<file path="config.mk">
export PLATFORM = sky130hd
export DESIGN_NAME = mcu_timer_bank_flat
export DESIGN_NICKNAME = d
export VERILOG_FILES = /design/src/rtl/mcu_timer_bank_if.sv /design/src/rtl/mcu_timer_bank.sv /design/src/flat_wrapper.sv
export SDC_FILE = /design/constraint.sdc
export NUM_CORES = 1
export LEC_CHECK = 0
export BUFFER_PORTS_ARGS = -buffer_cell sky130_fd_sc_hd__buf_2
export CORE_ASPECT_RATIO = 0.5
export CORE_MARGIN = 3
export CORE_UTILIZATION = 55
export DETAILED_ROUTE_END_ITERATION = 8
export PLACE_DENSITY = 0.76
export SYNTH_ARGS = -nofsm -noshare
export SYNTH_HDL_FRONTEND = slang
export SYNTH_SLANG_ARGS = --single-unit
export TNS_END_PERCENT = 20
</file>
<file path="constraint.sdc">
create_clock -name clk -period 3.6 [get_ports clk]
set_input_delay 0.72 -clock clk [delete_from_list [all_inputs] [get_ports clk]]
set_output_delay 0.72 -clock clk [all_outputs]
set_load 0.005 [all_outputs]
</file>
<file path="src/rtl/mcu_timer_bank_if.sv">
// rtl/mcu_timer_bank_if.sv - command bus for the timer bank
//
// Purpose: bundles the count-enable strobe and the load/stop/clear command
// strobes driven by the CPU side into the timer bank.
// Ports (signals):
//   clk_en                     count enable (machine-cycle strobe)
//   ld_valid/ld_ch/ld_val      load/start command, channel, start/reload value
//   ld_mode/ld_ien             0 = one-shot / 1 = auto-reload, interrupt enable
//   stop_valid/stop_ch         stop command and channel
//   clr_valid/clr_ch           clear-flag command and channel
// Modports: master drives the commands, slave (the timer bank) receives them.
interface mcu_timer_bank_if #(
  parameter int CH_W  = 3,
  parameter int CNT_W = 6
);
  logic             clk_en;
  logic             ld_valid;
  logic [CH_W-1:0]  ld_ch;
  logic [CNT_W-1:0] ld_val;
  logic             ld_mode;
  logic             ld_ien;
  logic             stop_valid;
  logic [CH_W-1:0]  stop_ch;
  logic             clr_valid;
  logic [CH_W-1:0]  clr_ch;

  modport master (
    output clk_en, ld_valid, ld_ch, ld_val, ld_mode, ld_ien,
           stop_valid, stop_ch, clr_valid, clr_ch
  );

  modport slave (
    input clk_en, ld_valid, ld_ch, ld_val, ld_mode, ld_ien,
          stop_valid, stop_ch, clr_valid, clr_ch
  );
endinterface

</file>
<file path="src/rtl/mcu_timer_bank.sv">
// rtl/mcu_timer_bank.sv - bank of prescaled down-counting timer channels
//
// Purpose: CHANNELS independent timers. Each channel has a PRE_W-bit
// prescaler that wraps every 2^PRE_W enabled ticks and a CNT_W-bit main
// counter that decrements on each prescaler wrap. A channel loaded with value
// v expires (v+1)*2^PRE_W ticks after load, setting its tm flag; one-shot
// channels then stop, auto-reload channels reload and keep counting.
// Ports:
//   clk      in   clock, all state changes on the rising edge
//   reset    in   synchronous active-high reset
//   cmd      in   command bus (mcu_timer_bank_if.slave)
//   tm       out  per-channel expiry flag (registered)
//   running  out  per-channel counting status (registered)
//   irq      out  registered OR over channels of (tm & ien)
module mcu_timer_bank #(
  parameter int CHANNELS = 2,
  parameter int CNT_W    = 6,
  parameter int PRE_W    = 6,
  parameter int CH_W     = 3
) (
  input  logic                clk,
  input  logic                reset,
  mcu_timer_bank_if.slave     cmd,
  output logic [CHANNELS-1:0] tm,
  output logic [CHANNELS-1:0] running,
  output logic                irq
);

  logic [PRE_W-1:0]    pcount [CHANNELS];
  logic [CNT_W-1:0]    bcount [CNT_W > 0 ? CHANNELS : 1];
  logic [CNT_W-1:0]    reload [CHANNELS];
  logic [CHANNELS-1:0] mode;
  logic [CHANNELS-1:0] ien;

  logic [CHANNELS-1:0] ld_hit;
  logic [CHANNELS-1:0] stop_hit;
  logic [CHANNELS-1:0] clr_hit;
  logic [CHANNELS-1:0] expire;

  // Channel decode: an index >= CHANNELS matches no channel and is dropped.
  always_comb begin
    ld_hit   = '0;
    stop_hit = '0;
    clr_hit  = '0;
    expire   = '0;
    for (int i = 0; i < CHANNELS; i++) begin
      ld_hit[i]   = cmd.ld_valid   && (cmd.ld_ch   == CH_W'(i));
      stop_hit[i] = cmd.stop_valid && (cmd.stop_ch == CH_W'(i));
      clr_hit[i]  = cmd.clr_valid  && (cmd.clr_ch  == CH_W'(i));
      // Final tick of a period: prescaler about to wrap with main count at 0.
      expire[i]   = running[i] && cmd.clk_en && (&pcount[i]) &&
                    (bcount[i] == '0);
    end
  end

  always_ff @(posedge clk) begin
    if (reset) begin
      for (int i = 0; i < CHANNELS; i++) begin
        pcount[i] <= '0;
        bcount[i] <= '0;
        reload[i] <= '0;
      end
      mode    <= '0;
      ien     <= '0;
      running <= '0;
      tm      <= '0;
      irq     <= 1'b0;
    end else begin
      // Built from the current flags so irq trails tm/ien by one clock.
      irq <= |(tm & ien);
      for (int i = 0; i < CHANNELS; i++) begin
        if (ld_hit[i]) begin
          pcount[i]  <= '0;
          bcount[i]  <= cmd.ld_val;
          reload[i]  <= cmd.ld_val;
          mode[i]    <= cmd.ld_mode;
          ien[i]     <= cmd.ld_ien;
          running[i] <= 1'b1;
          tm[i]      <= 1'b0;
        end else if (stop_hit[i]) begin
          // Stop beats the count on this edge: counters hold where they are.
          running[i] <= 1'b0;
        end else begin
          if (running[i] && cmd.clk_en) begin
            // Prescaler wraps naturally to 0, also on the expiry tick.
            pcount[i] <= pcount[i] + PRE_W'(1);
            if (&pcount[i]) begin
              if (bcount[i] != '0) begin
                bcount[i] <= bcount[i] - CNT_W'(1);
              end else begin
                tm[i] <= 1'b1;
                if (mode[i]) begin
                  bcount[i] <= reload[i];
                end else begin
                  running[i] <= 1'b0;
                end
              end
            end
          end
          // A clear landing on an expiry edge loses, so the event is not missed.
          if (clr_hit[i] && !expire[i]) begin
            tm[i] <= 1'b0;
          end
        end
      end
    end
  end

endmodule

</file>
<file path="src/flat_wrapper.sv">
// flat-port wrapper written by rule: the top's interface ports become plain ports
module mcu_timer_bank_flat 
#(
  parameter int CHANNELS = 2,
  parameter int CNT_W    = 6,
  parameter int PRE_W    = 6,
  parameter int CH_W     = 3
)
  (clk, reset, tm, running, irq, cmd_clk_en, cmd_ld_valid, cmd_ld_ch, cmd_ld_val, cmd_ld_mode, cmd_ld_ien, cmd_stop_valid, cmd_stop_ch, cmd_clr_valid, cmd_clr_ch);
  mcu_timer_bank_if #(.CH_W(CH_W), .CNT_W(CNT_W)) cmd_i ();
  input  logic clk;
  input  logic reset;
  output logic [CHANNELS-1:0] tm;
  output logic [CHANNELS-1:0] running;
  output logic irq;
  input wire logic [$bits(cmd_i.clk_en)-1:0] cmd_clk_en;
  input wire logic [$bits(cmd_i.ld_valid)-1:0] cmd_ld_valid;
  input wire logic [$bits(cmd_i.ld_ch)-1:0] cmd_ld_ch;
  input wire logic [$bits(cmd_i.ld_val)-1:0] cmd_ld_val;
  input wire logic [$bits(cmd_i.ld_mode)-1:0] cmd_ld_mode;
  input wire logic [$bits(cmd_i.ld_ien)-1:0] cmd_ld_ien;
  input wire logic [$bits(cmd_i.stop_valid)-1:0] cmd_stop_valid;
  input wire logic [$bits(cmd_i.stop_ch)-1:0] cmd_stop_ch;
  input wire logic [$bits(cmd_i.clr_valid)-1:0] cmd_clr_valid;
  input wire logic [$bits(cmd_i.clr_ch)-1:0] cmd_clr_ch;
  assign cmd_i.clk_en = cmd_clk_en;
  assign cmd_i.ld_valid = cmd_ld_valid;
  assign cmd_i.ld_ch = cmd_ld_ch;
  assign cmd_i.ld_val = cmd_ld_val;
  assign cmd_i.ld_mode = cmd_ld_mode;
  assign cmd_i.ld_ien = cmd_ld_ien;
  assign cmd_i.stop_valid = cmd_stop_valid;
  assign cmd_i.stop_ch = cmd_stop_ch;
  assign cmd_i.clr_valid = cmd_clr_valid;
  assign cmd_i.clr_ch = cmd_clr_ch;
  mcu_timer_bank #(.CHANNELS(CHANNELS), .CNT_W(CNT_W), .PRE_W(PRE_W), .CH_W(CH_W)) u_core (.clk(clk), .reset(reset), .cmd(cmd_i), .tm(tm), .running(running), .irq(irq));
endmodule
</file>
==> results of run 1 <==
[synthesized netlist by cell type (all sizes together)]
cell type and count:
a21boi 1, a21o 1, a21oi 2, a221o 8
a22oi 2, a2bb2oi 1, a31oi 4, and2 5
and3 1, and4 1, clkbuf 4, dfxtp 9
edfxtp 36, ha 5, inv 11, mux2 2
mux2i 7, nand2 11, nand2b 1, nand3 12
nand3b 2, nand4 4, nand4bb 1, nor2 39
nor2b 1, nor3 4, nor3b 3, nor4b 2
nor4bb 1, o21a 1, o21ai 1, or2 2
or3 4, or4b 1, xnor2 8, xor2 8
[flip-flops by register name (all words and copies together), names as in the netlist]
name and cells:
u_core.ien 2, u_core.irq 1, u_core.tm 2, u_core.bcount 12
u_core.running 2, u_core.pcount 12, u_core.mode 2, u_core.reload 12
[logic make-up (layout without fill, tap and decap cells)]
group,Yosys count,after routing,synth area share [%]
compound gates,21,21,8.060
xor+xnor,16,16,6.019
fa+ha+maj,5,5,2.687
buf+inv,15,47,2.418
flops,45,45,54.16
mux,9,9,3.976
simple gates,95,95,22.68
[layer usage]
metal / wire length [um] / vias up / GRT usage (%)
met2: 2099 / 24 / 30.52
met1: 2284 / 793 / 28.12
met5: 0 / - / 0
met4: 48 / 0 / 5.517
li1: - / 809 / -
met3: 158 / 7 / 4.953
[worst max-delay path, stage by stage]
cell and delay, ns:
sky130_fd_sc_hd__buf_2 0.12, sky130_fd_sc_hd__nor4b_2 0.55, sky130_fd_sc_hd__nor2_2 0.18, sky130_fd_sc_hd__a31oi_4 0.23
sky130_fd_sc_hd__a31oi_2 0.10, sky130_fd_sc_hd__a221o_1 0.40
[metrics by stage]
step           setup WS, ns  power, mW
6_report              1.357      1.076
5_1_grt               1.249      1.119
4_1_cts               1.372      1.082
3_5_place_dp          1.043     0.7047
3_3_place_gp          1.089     0.7015
2_1_floorplan         1.307     0.6694
[how the worst max path moves through the flow]
stage / from / endpoint / slack, ns / cells past startpoint
after floorplan: cmd_stop_ch[1] / u_core.bcount[1][0] / 1.31 / 5
after global placement: cmd_ld_ch[1] / u_core.bcount[1][2] / 1.09 / 6
after detailed placement: cmd_ld_ch[1] / u_core.bcount[1][0] / 1.04 / 6
after CTS: cmd_ld_ch[1] / u_core.bcount[1][0] / 1.37 / 6
after global routing: u_core.bcount[0][0] / u_core.bcount[1][4] / 1.25 / 7
final: cmd_ld_ch[1] / u_core.bcount[1][0] / 1.36 / 6
[cell type report]
type / count / area (um^2) / share of cell area (%)
clock buffer: 5 / 68.82 / 2.613
clock inverter: 3 / 41.29 / 1.568
tap: 54 / 67.56 / 2.565
inverter: 11 / 41.29 / 1.568
sequential: 45 / 1261 / 47.89
timing repair buffer: 28 / 142.6 / 5.416
multi-input combinational: 146 / 1011 / 38.38
[power groups by stage]
stage,logic (mW),registers [mW],clock network [mW]
after global routing,0.0957,0.612,0.411
after floorplan,0.0551,0.614,0
after detailed placement,0.0844,0.620,0
after CTS,0.0854,0.608,0.388
after global placement,0.0827,0.619,0
final,0.0852,0.609,0.382
==> implementation parameters, run 1 <==
Parameter                              Value

Placement
  HPWL after detailed placement ... 3506 um
  Number of instances in the placed design ... 284
  Input/output buffers ... 27
  Weighted congestion at the end of routability-driven global placement ... 0.8433
  Area post-placement ... 2524 um^2

Cells and area
  Design Area, Final ... 2634 um^2
  Final non-filler cell total ... 292
  Antenna Cells ... 0
  Final net count ... 265
  Most common cell after layout, fill and taps aside ... sky130_fd_sc_hd__nor2_1
  Number of fill cells in the layout ... 319
  Post-route core utilization ... 66.11%
  Area Overhead vs Synth ... 13.11%
  Commonest cells after routing, fill and taps aside ... sky130_fd_sc_hd__nor2_1 (37), sky130_fd_sc_hd__edfxtp_1 (36), sky130_fd_sc_hd__buf_2 (27)
  Layout cell share with drive strength beyond 1 ... 21.01%

Floorplanning
  Die Span X ... 98.02 um
  Floorplan Core Area ... 3984 um^2
  Number of I/O pins ... 28
  Die outline area ... between 5000 and 6000 um^2
  Starting utilization of the core area ... about three fifths
  Number of rows in the core area ... 16
  Vertical die dimension ... 52.01 um

Power and ir drop
  Peak supply drop ... 0.0002402 V
  Internal cell power ... just over 0.8 mW
  Power share of the clock group ... 35.5%
  Part of the total power dissipated in combinational logic ... 7.9%
  Switching fraction of total power ... 22.78%
  Switching Power ... 0.2451 mW
  Reported leakage power ... 0.9881 nW
  Power Dens Cells ... 408.5 nW/um^2
  Seq pwr share ... 56.6%

Clock tree
  CTS clock-pin slew for the worst setup and hold paths ... roughly 0.09 ns
  Count of instances resized after the clock tree is built ... 0
  Num CTS Buffers ... 5
  CTS root buffer ... sky130_fd_sc_hd__clkbuf_8
  Clock tree from TritonCTS ... yes
  Clock insertion delay at the later pin of the skew report ... 0.30 ns
  Post-CTS setup buffer count ... 0
  Hold-fix buffer count after cts ... 0
  Buffers from clock root to sink, at most ... 2
  H-Tree Depth ... 2
  Total clock sinks ... 45

Route
  Detailed-route via count ... 1633
  Routed length per instance ... 15.72 um
  Number of routed nets with antenna violations ... 0
  Starting DRT DRC Count ... 127
  DRC errors left ... 0
  Drt first pass iters ... 4
  Final Routed Wirelength ... 4590 um
  Via/cell ratio ... 5.592

Synth
  Register bit count reported by yosys ... 45
  Sequential cell area fraction in the yosys report ... 54.16%
  Synth Net Count ... 234
  Netlist area before placement ... approximately 2300 um^2
  Cell taking the most area after synthesis ... sky130_fd_sc_hd__edfxtp_1
  Synthesized instance count ... 206
  Leading cell types by total area after synthesis ... sky130_fd_sc_hd__edfxtp_1 (46%), sky130_fd_sc_hd__dfxtp_1 (7.7%), sky130_fd_sc_hd__nor2_1 (6.0%)
  Count of synthesis-stage warnings from yosys ... 0
  Post-synthesis area per instance ... about 11 um^2
  Yosys cell types ... 45
  Area share of the leading cell type in the synthesized netlist ... between 40 and 50%

Hold path
  Classification of the worst-slack hold path ... reg -> reg
  Worst hold endpoint ... u_core.ien[0]
  Count of cells along the worst hold path ... 2
  Hold path start ... u_core.ien[0]

GRT
  Number of global-route vias before repair ... roughly 1600
  Overflow after GRT ... 0
  Global routing usage summed across all routing layers ... 19.84%
  Maximum number of pins on one net before global-route repair ... 15
  Initial antenna violation count ... 0
  Wire length of the first global-routing pass ... between 7000 and 8000 um

Critical path
  Length in cells of the worst reg-to-reg path ... 6
  RR Startpoint ... u_core.pcount[0][0]
  Data required time of the worst path ... 3.66 ns
  Worst-case register-to-register setup slack ... 1.39 ns
  Classification of the worst setup path ... in -> reg
  Worst Path Max Fanout ... 7
  Type of element launching the critical path ... input pin
  Destination of the worst register-to-register timing path ... u_core.bcount[0][2]
  Endpoint type of the worst setup path ... register
  CP arrival ... 2.30 ns

STA
  Period utilization ... 62.31%
  Max-Slew Margin vs Limit ... 48.53%
  Final number of max-transition violations ... 0
  Slew @ Worst Pin ... 0.7701 ns
  Highest achievable clock rate ... 445.8 MHz
  Total count of hold-check failures in the final report ... 0
  Final setup violation count ... 0
  Period minus WS final ... around 2.2 ns
  Worst setup skew after layout ... 0.009475 ns
  RSZ-0062 raised after global routing ... false
  Worst slack on hold paths ... 0.5209 ns
  Summed negative setup slack over all endpoints ... 0 ns

Status
  Run status ... completed

Flow run
  MaxCap Viol Count ... 0
No activity file was read; power rests on OpenSTA's default activity.
==> run 2: changes to the inputs <==
clock period = 2.3 ns   (was 3.6 ns; I/O delays follow)
==> implementation parameters, run 2 (same netlist as run 1, synthesis figures left out) <==
Parameter                              Value

Status
  Run status ... completed (unchanged)

Floorplanning
  Number of I/O pins ... 28 (unchanged)
  Starting utilization of the core area ... 58.45% (unchanged)
  Die outline area ... 5098 um^2 (unchanged)
  Floorplan Core Area ... 3984 um^2 (unchanged)
  Die Span X ... 98.02 um (unchanged)
  Vertical die dimension ... 52.01 um (unchanged)
  Number of rows in the core area ... 16 (unchanged)

Critical path
  Type of element launching the critical path ... register (was input pin)
  Length in cells of the worst reg-to-reg path ... 6 (unchanged)
  RR Startpoint ... u_core.pcount[0][0] (unchanged)
  Worst Path Max Fanout ... 6 (was 7)
  Data required time of the worst path ... 2.35 ns (was 3.66 ns)
  Launch point of the worst path ... u_core.pcount[0][0] (was cmd_ld_ch[1])
  Endpoint type of the worst setup path ... register (unchanged)
  Largest stage delay on the critical path ... 0.39 ns (was 0.55 ns)
  CP arrival ... 2.18 ns (was 2.30 ns)
  Cell-by-cell listing of the critical path ... ha_1 > nand3_1 > nor3b_4 > nand2_1 > nor2_4 > mux2_2 (was buf_2 > nor4b_2 > nor2_2 > a31oi_4 > a31oi_2 > a221o_1)
  Classification of the worst setup path ... reg -> reg (was in -> reg)
  Critical-path top delay cell ... sky130_fd_sc_hd__nor3b_4 (was sky130_fd_sc_hd__nor4b_2)

Cells and area
  Final net count ... 273 (was 265)
  Antenna Cells ... 0 (unchanged)
  Most common cell after layout, fill and taps aside ... sky130_fd_sc_hd__nor2_1 (unchanged)
  Area Overhead vs Synth ... 16.39% (was 13.11%)
  Commonest cells after routing, fill and taps aside ... sky130_fd_sc_hd__nor2_1 (37), sky130_fd_sc_hd__edfxtp_1 (36), sky130_fd_sc_hd__buf_2 (27) (unchanged)
  Layout cell share with drive strength beyond 1 ... 23.98% (was 21.01%)
  Number of fill cells in the layout ... 313 (was 319)
  Largest registers ranked by flip-flop count ... u_core.bcount (12), u_core.pcount (12), u_core.reload (12) (unchanged)
  Final non-filler cell total ... 300 (was 292)

Clock tree
  Buffers from clock root to sink, at most ... 2 (unchanged)
  Clock insertion delay at the later pin of the skew report ... 0.29 ns (was 0.30 ns)
  CTS clock-pin slew for the worst setup and hold paths ... 0.08 ns (was 0.09 ns)
  Hold-fix buffer count after cts ... 0 (unchanged)
  Total clock sinks ... 45 (unchanged)
  Clock tree from TritonCTS ... yes (unchanged)
  H-Tree Depth ... 2 (unchanged)
  CTS root buffer ... sky130_fd_sc_hd__clkbuf_8 (unchanged)
  Num CTS Buffers ... 5 (unchanged)

GRT
  Overflow after GRT ... 0 (unchanged)
  Maximum number of pins on one net before global-route repair ... 14 (was 15)
  Number of global-route vias before repair ... 1671 (was 1571)
  Wire length of the first global-routing pass ... 7921 um (was 7721 um)
  Global routing usage summed across all routing layers ... 20.22% (was 19.84%)
  Initial antenna violation count ... 0 (unchanged)

STA
  RSZ-0062 raised after global routing ... false (unchanged)
  Total count of hold-check failures in the final report ... 0 (unchanged)
  Summed negative setup slack over all endpoints ... 0 ns (unchanged)
  Highest achievable clock rate ... 468.9 MHz
  Slew @ Worst Pin ... 0.3413 ns (was 0.7701 ns)
  Setup slack after layout ... 0.1674 ns (was 1.357 ns)
  Worst slack on hold paths ... 0.4245 ns (was 0.5209 ns)
  Period utilization ... ~93%
  Worst setup skew after layout ... 0.004384 ns (was 0.009475 ns)
  Max-Slew Margin vs Limit ... 77.19% (was 48.53%)
  Period minus WS final ... 2.133 ns
  Final number of max-transition violations ... 0 (unchanged)
  Final setup violation count ... 0 (unchanged)

Flow run
  MaxCap Viol Count ... 0 (unchanged)

Route
  Via/cell ratio ... 5.677 (was 5.592)
  DRC errors left ... 0 (unchanged)
  Routed length per instance ... 15.76 um (was 15.72 um)
  Number of routed nets with antenna violations ... 0 (unchanged)
  Drt first pass iters ... 5 (was 4)
  Detailed-route via count ... 1703 (was 1633)
  Final Routed Wirelength ... 4729 um (was 4590 um)
  Starting DRT DRC Count ... 77 (was 127)

Hold path
  Count of cells along the worst hold path ... 3 (was 2)
  Hold path start ... cmd_ld_mode (was u_core.ien[0])
  Classification of the worst-slack hold path ... in -> reg (was reg -> reg)

Power and ir drop
  Peak supply drop ... 0.0003304 V (was 0.0002402 V)
  Reported leakage power ... 1.035 nW (was 0.9881 nW)
  Final total power ... 1.711 mW (was 1.076 mW)
  Power Dens Cells ... 631.4 nW/um^2 (was 408.5 nW/um^2)

Placement
  Weighted congestion at the end of routability-driven global placement ... 0.8924 (was 0.8433)
  Number of instances in the placed design ... 292 (was 284)
  Post-placement worst setup slack ... 0.02404 ns (was 1.043 ns)
  Input/output buffers ... 27 (unchanged)
  HPWL after detailed placement ... 3715 um (was 3506 um)
[run 2: cell count changes in the layout (fill, tap and decap cells not counted)]
cell	change
sky130_fd_sc_hd__clkbuf_8	+1
sky130_fd_sc_hd__nor2_2	-1
sky130_fd_sc_hd__nand3_2	+1
sky130_fd_sc_hd__nand3_1	-1
sky130_fd_sc_hd__clkinvlp_4	-1
sky130_fd_sc_hd__nor2_4	+1
sky130_fd_sc_hd__buf_4	+8
sky130_fd_sc_hd__clkbuf_1	+1
sky130_fd_sc_hd__clkinv_1	-1
[run 2: final cells by class]
type                       count  area, um^2  share of cell area (%)
multi-input combinational    146        1021                   37.67
clock inverter                 1       30.03                   1.108
clock buffer                   7       86.33                   3.186
tap                           54       67.56                   2.493
inverter                      11       41.29                   1.524
sequential                    45        1261                   46.54
timing repair buffer          36       202.7                   7.479
[run 2: stage by stage]
step	utilization, %	instance area (um^2)
6_report	68.03	2710
2_1_floorplan	-	2328
3_5_place_dp	64.86	2584
5_1_grt	68.03	2710
4_1_cts	67.78	2700
3_3_place_gp	64.86	2584
[run 2: path summary, 6_finish.rpt]
check                                            to  slack [ns]
worst max-delay path            u_core.bcount[0][2]        0.17
worst min register to register        u_core.ien[1]        0.51
worst max register to register  u_core.bcount[0][2]        0.17
worst min-delay path                 u_core.mode[1]        0.42
[run 2: where the power goes]
group	switching, mW	internal, mW	total (mW)
logic	0.0804	0.0656	0.146
clock network	0.258	0.354	0.612
registers	0.0301	0.923	0.953
total	0.368	1.34	1.71
[run 2: critical path, delay by kind of cell (launching register included)]
| kind | cells | cell delay, ns |
|---|---|---|
| simple gates | 4 | 0.98 |
| flops | 1 | 0.37 |
| fa+ha+maj | 1 | 0.19 |
| mux | 1 | 0.36 |
[run 2: timing repair]
item / CTS / global route
gates resized for setup: 0 / 2
endpoints found under the setup margin: 0 / 3
setup buffers: 0 / 0
[run 2: layer usage]
layer	track usage, %	routed length, um	share of wire, %	vias up
met4	4.828	27	0.57	0
li1	-	-	-	833
met2	33.00	2232	47	42
met5	0	0	0	-
met3	5.355	259	5.5	2
met1	27.27	2210	47	826
==> run 3: changes to the inputs <==
ABC_AREA = 1   (was default)
==> implementation parameters, run 3 <==
Parameter                              Value

Clock tree
  Num CTS Buffers ... 5 (unchanged)
  Hold-fix buffer count after cts ... 0 (unchanged)
  CTS clock-pin slew for the worst setup and hold paths ... 0.09 ns (was 0.08 ns)
  Clock insertion delay at the later pin of the skew report ... 0.31 ns (was 0.29 ns)
  H-Tree Depth ... 2 (unchanged)
  Total clock sinks ... 45 (unchanged)
  Post-CTS setup buffer count ... 0 (unchanged)
  CTS root buffer ... sky130_fd_sc_hd__clkbuf_8 (unchanged)
  Buffers from clock root to sink, at most ... 2 (unchanged)
  Count of instances resized after the clock tree is built ... 0 (unchanged)
  Clock tree from TritonCTS ... yes (unchanged)

Synth
  FFs w/ async S/R, synth ... 0% (unchanged)
  Register bit count reported by yosys ... 45 (unchanged)
  Cell taking the most area after synthesis ... sky130_fd_sc_hd__edfxtp_1 (unchanged)
  Leading cell types by total area after synthesis ... sky130_fd_sc_hd__edfxtp_1 (43%), sky130_fd_sc_hd__dfxtp_1 (7.2%), sky130_fd_sc_hd__nand2_1 (7.1%) (was sky130_fd_sc_hd__edfxtp_1 (46%), sky130_fd_sc_hd__dfxtp_1 (7.7%), sky130_fd_sc_hd__nor2_1 (6.0%))
  Count of synthesis-stage warnings from yosys ... 0 (unchanged)
  Top flip-flop cell by instance count after synthesis ... sky130_fd_sc_hd__edfxtp_1 (unchanged)
  Post-synth EDFFs ... 36 (unchanged)
  Post-synthesis area per instance ... 8.732 um^2 (was 11.30 um^2)
  Sequential cell area fraction in the yosys report ... 50.68% (was 54.16%)
  Synthesized instance count ... 285 (was 206)
  Ranking of synthesized cells by instance count ... sky130_fd_sc_hd__nand2_1 (47), sky130_fd_sc_hd__nor2_1 (47), sky130_fd_sc_hd__inv_1 (46) (was sky130_fd_sc_hd__nor2_1 (37), sky130_fd_sc_hd__edfxtp_1 (36), sky130_fd_sc_hd__inv_1 (11), sky130_fd_sc_hd__nand2_1 (11), sky130_fd_sc_hd__nand3_1 (11))
  Area share of the leading cell type in the synthesized netlist ... 43.44% (was 46.43%)
  Synth Net Count ... 313 (was 234)
  Yosys cell types ... 26 (was 45)
  Netlist area before placement ... 2489 um^2 (was 2328 um^2)

Critical path
  Length in cells of the worst reg-to-reg path ... 7 (was 6)
  Data required time of the worst path ... 2.30 ns (was 2.35 ns)
  Destination of the worst register-to-register timing path ... u_core.bcount[1][2] (was u_core.bcount[0][2])
  Worst-case register-to-register setup slack ... 0.38 ns (was 0.17 ns)
  RR Startpoint ... u_core.bcount[1][0] (was u_core.pcount[0][0])
  Worst Path Max Fanout ... 7 (was 6)
  Classification of the worst setup path ... reg -> reg (unchanged)
  Type of element launching the critical path ... register (unchanged)
  Endpoint type of the worst setup path ... register (unchanged)
  CP arrival ... 1.92 ns (was 2.18 ns)
  Launch point of the worst path ... u_core.bcount[1][0] (was u_core.pcount[0][0])

Floorplanning
  Floorplan Core Area ... 4124 um^2 (was 3984 um^2)
  Die outline area ... 5417 um^2 (was 5098 um^2)
  Number of I/O pins ... 28 (unchanged)
  Number of rows in the core area ... 16 (unchanged)
  Vertical die dimension ... 53.57 um (was 52.01 um)
  Die Span X ... 101.1 um (was 98.02 um)
  Starting utilization of the core area ... 60.35% (was 58.45%)

Cells and area
  Design Area, Final ... 2771 um^2 (was 2710 um^2)
  Largest registers ranked by flip-flop count ... u_core.bcount (12), u_core.pcount (12), u_core.reload (12) (unchanged)
  Number of fill cells in the layout ... 354 (was 313)
  Final net count ... 346 (was 273)
  Commonest cells after routing, fill and taps aside ... sky130_fd_sc_hd__nand2_1 (47), sky130_fd_sc_hd__nor2_1 (47), sky130_fd_sc_hd__inv_1 (46) (was sky130_fd_sc_hd__nor2_1 (37), sky130_fd_sc_hd__edfxtp_1 (36), sky130_fd_sc_hd__buf_2 (27))
  Final non-filler cell total ... 373 (was 300)
  Area Overhead vs Synth ... 11.36% (was 16.39%)
  Layout cell share with drive strength beyond 1 ... 19.12% (was 23.98%)
  Antenna Cells ... 0 (unchanged)

STA
  Max-Slew Margin vs Limit ... 78.86% (was 77.19%)
  Summed negative setup slack over all endpoints ... 0 ns (unchanged)
  Final setup violation count ... 0 (unchanged)
  Worst setup skew after layout ... 0.006031 ns (was 0.004384 ns)
  Total count of hold-check failures in the final report ... 0 (unchanged)
  Slew @ Worst Pin ... 0.3163 ns (was 0.3413 ns)
  Period utilization ... 83.50% (was 92.72%)
  RSZ-0062 raised after global routing ... false (unchanged)
  Period minus WS final ... 1.920 ns (was 2.133 ns)
  Highest achievable clock rate ... 520.7 MHz (was 468.9 MHz)
  Final number of max-transition violations ... 0 (unchanged)

GRT
  Overflow after GRT ... 0 (unchanged)
  Number of global-route vias before repair ... 1832 (was 1671)
  Wire length of the first global-routing pass ... 8135 um (was 7921 um)
  Initial antenna violation count ... 0 (unchanged)
  Maximum number of pins on one net before global-route repair ... 16 (was 14)
  Global routing usage summed across all routing layers ... 19.65% (was 20.22%)

Route
  DRC errors left ... 0 (unchanged)
  Starting DRT DRC Count ... 95 (was 77)
  Via/cell ratio ... 5.223 (was 5.677)
  Drt first pass iters ... 4 (was 5)
  Final Routed Wirelength ... 4927 um (was 4729 um)
  Number of routed nets with antenna violations ... 0 (unchanged)
  Detailed-route via count ... 1948 (was 1703)
  Routed length per instance ... 13.21 um (was 15.76 um)

Placement
  Weighted congestion at the end of routability-driven global placement ... 0.8195 (was 0.8924)
  HPWL after detailed placement ... 3933 um (was 3715 um)
  Input/output buffers ... 27 (unchanged)
  Area post-placement ... 2680 um^2 (was 2584 um^2)
  Number of instances in the placed design ... 365 (was 292)

Power and ir drop
  Reported leakage power ... 1.247 nW (was 1.035 nW)
  Peak supply drop ... 0.0003948 V (was 0.0003304 V)
  Power Dens Cells ... 578.9 nW/um^2 (was 631.4 nW/um^2)

Hold path
  Worst hold endpoint ... u_core.irq (was u_core.mode[1])
  Classification of the worst-slack hold path ... in -> reg (unchanged)
  Count of cells along the worst hold path ... 2 (was 3)
  Hold path start ... reset (was cmd_ld_mode)

Status
  Run status ... completed (unchanged)

Flow run
  MaxCap Viol Count ... 0 (unchanged)
run 3: changes by cell type after synthesis, moves of 8 or more:
cell / change
sky130_fd_sc_hd__nand3_1: +10
sky130_fd_sc_hd__o21ai_0: +14
sky130_fd_sc_hd__inv_1: +35
sky130_fd_sc_hd__nor2_1: +10
sky130_fd_sc_hd__a221o_1: -8
sky130_fd_sc_hd__nand2_1: +36
run 3: where the power goes:
| part | switching, mW | internal (mW) |
|---|---|---|
| registers | 0.0269 | 0.924 |
| logic | 0.0952 | 0.0535 |
| clock network | 0.289 | 0.216 |
| total | 0.412 | 1.19 |
run 3: area by class of cell:
cell class / count / area, um^2 / share of cell area, %
clock inverter: 3 / 22.52 / 0.8126
timing repair buffer: 27 / 135.1 / 4.876
tap: 54 / 67.56 / 2.438
multi-input combinational: 192 / 1040 / 37.52
inverter: 47 / 176.4 / 6.366
clock buffer: 5 / 68.82 / 2.483
sequential: 45 / 1261 / 45.51
run 3: cell families (layout without fill, tap and decap cells):
group | Yosys count | in the layout | share of synthesized area, %
simple gates | 154 | 154 | 30.72
buf+inv | 48 | 82 | 7.541
flops | 45 | 45 | 50.68
compound gates | 21 | 21 | 4.324
xor+xnor | 12 | 12 | 4.223
fa+ha+maj | 5 | 5 | 2.514
run 3: how the worst max path moves through the flow:
stage	end	slack, ns	depth (start not counted)
finish	u_core.bcount[1][2]	0.38	7
global route	u_core.bcount[1][0]	0.27	8
CTS	u_core.bcount[1][0]	0.36	7
detailed placement	u_core.bcount[1][5]	0.30	9
global placement	u_core.bcount[1][3]	0.38	9
floorplan	u_core.bcount[1][0]	0.50	9
run 3: layer usage:
layer | track usage [%] | part of all wire (%)
met4 | 4.636 | 0.97
met1 | 27.22 | 48
met5 | 0 | 0
met2 | 32.14 | 46
met3 | 4.269 | 4.7
run 3: worst max-delay path: stages, from the launching register on:
cell and delay, ns:
sky130_fd_sc_hd__edfxtp_1 0.42, sky130_fd_sc_hd__inv_1 0.14, sky130_fd_sc_hd__ha_1 0.18, sky130_fd_sc_hd__nand4_2 0.15, sky130_fd_sc_hd__nor2_4 0.22, sky130_fd_sc_hd__nand3_2 0.12
sky130_fd_sc_hd__and2_4 0.18, sky130_fd_sc_hd__nand2_1 0.21
run 3: metrics by stage:
stage                     utilization [%]  worst slack (ns)  hold WS (ns)  power (mW)
after global routing                67.20            0.2706        0.3276       1.667
after detailed placement            64.99            0.2978        0.4533       1.116
after floorplan                         -            0.5025        0.4281       1.058
final                               67.20            0.3796        0.3191       1.604
after global placement              64.99            0.3823        0.4456       1.107
after CTS                           67.20            0.3642        0.3149       1.609
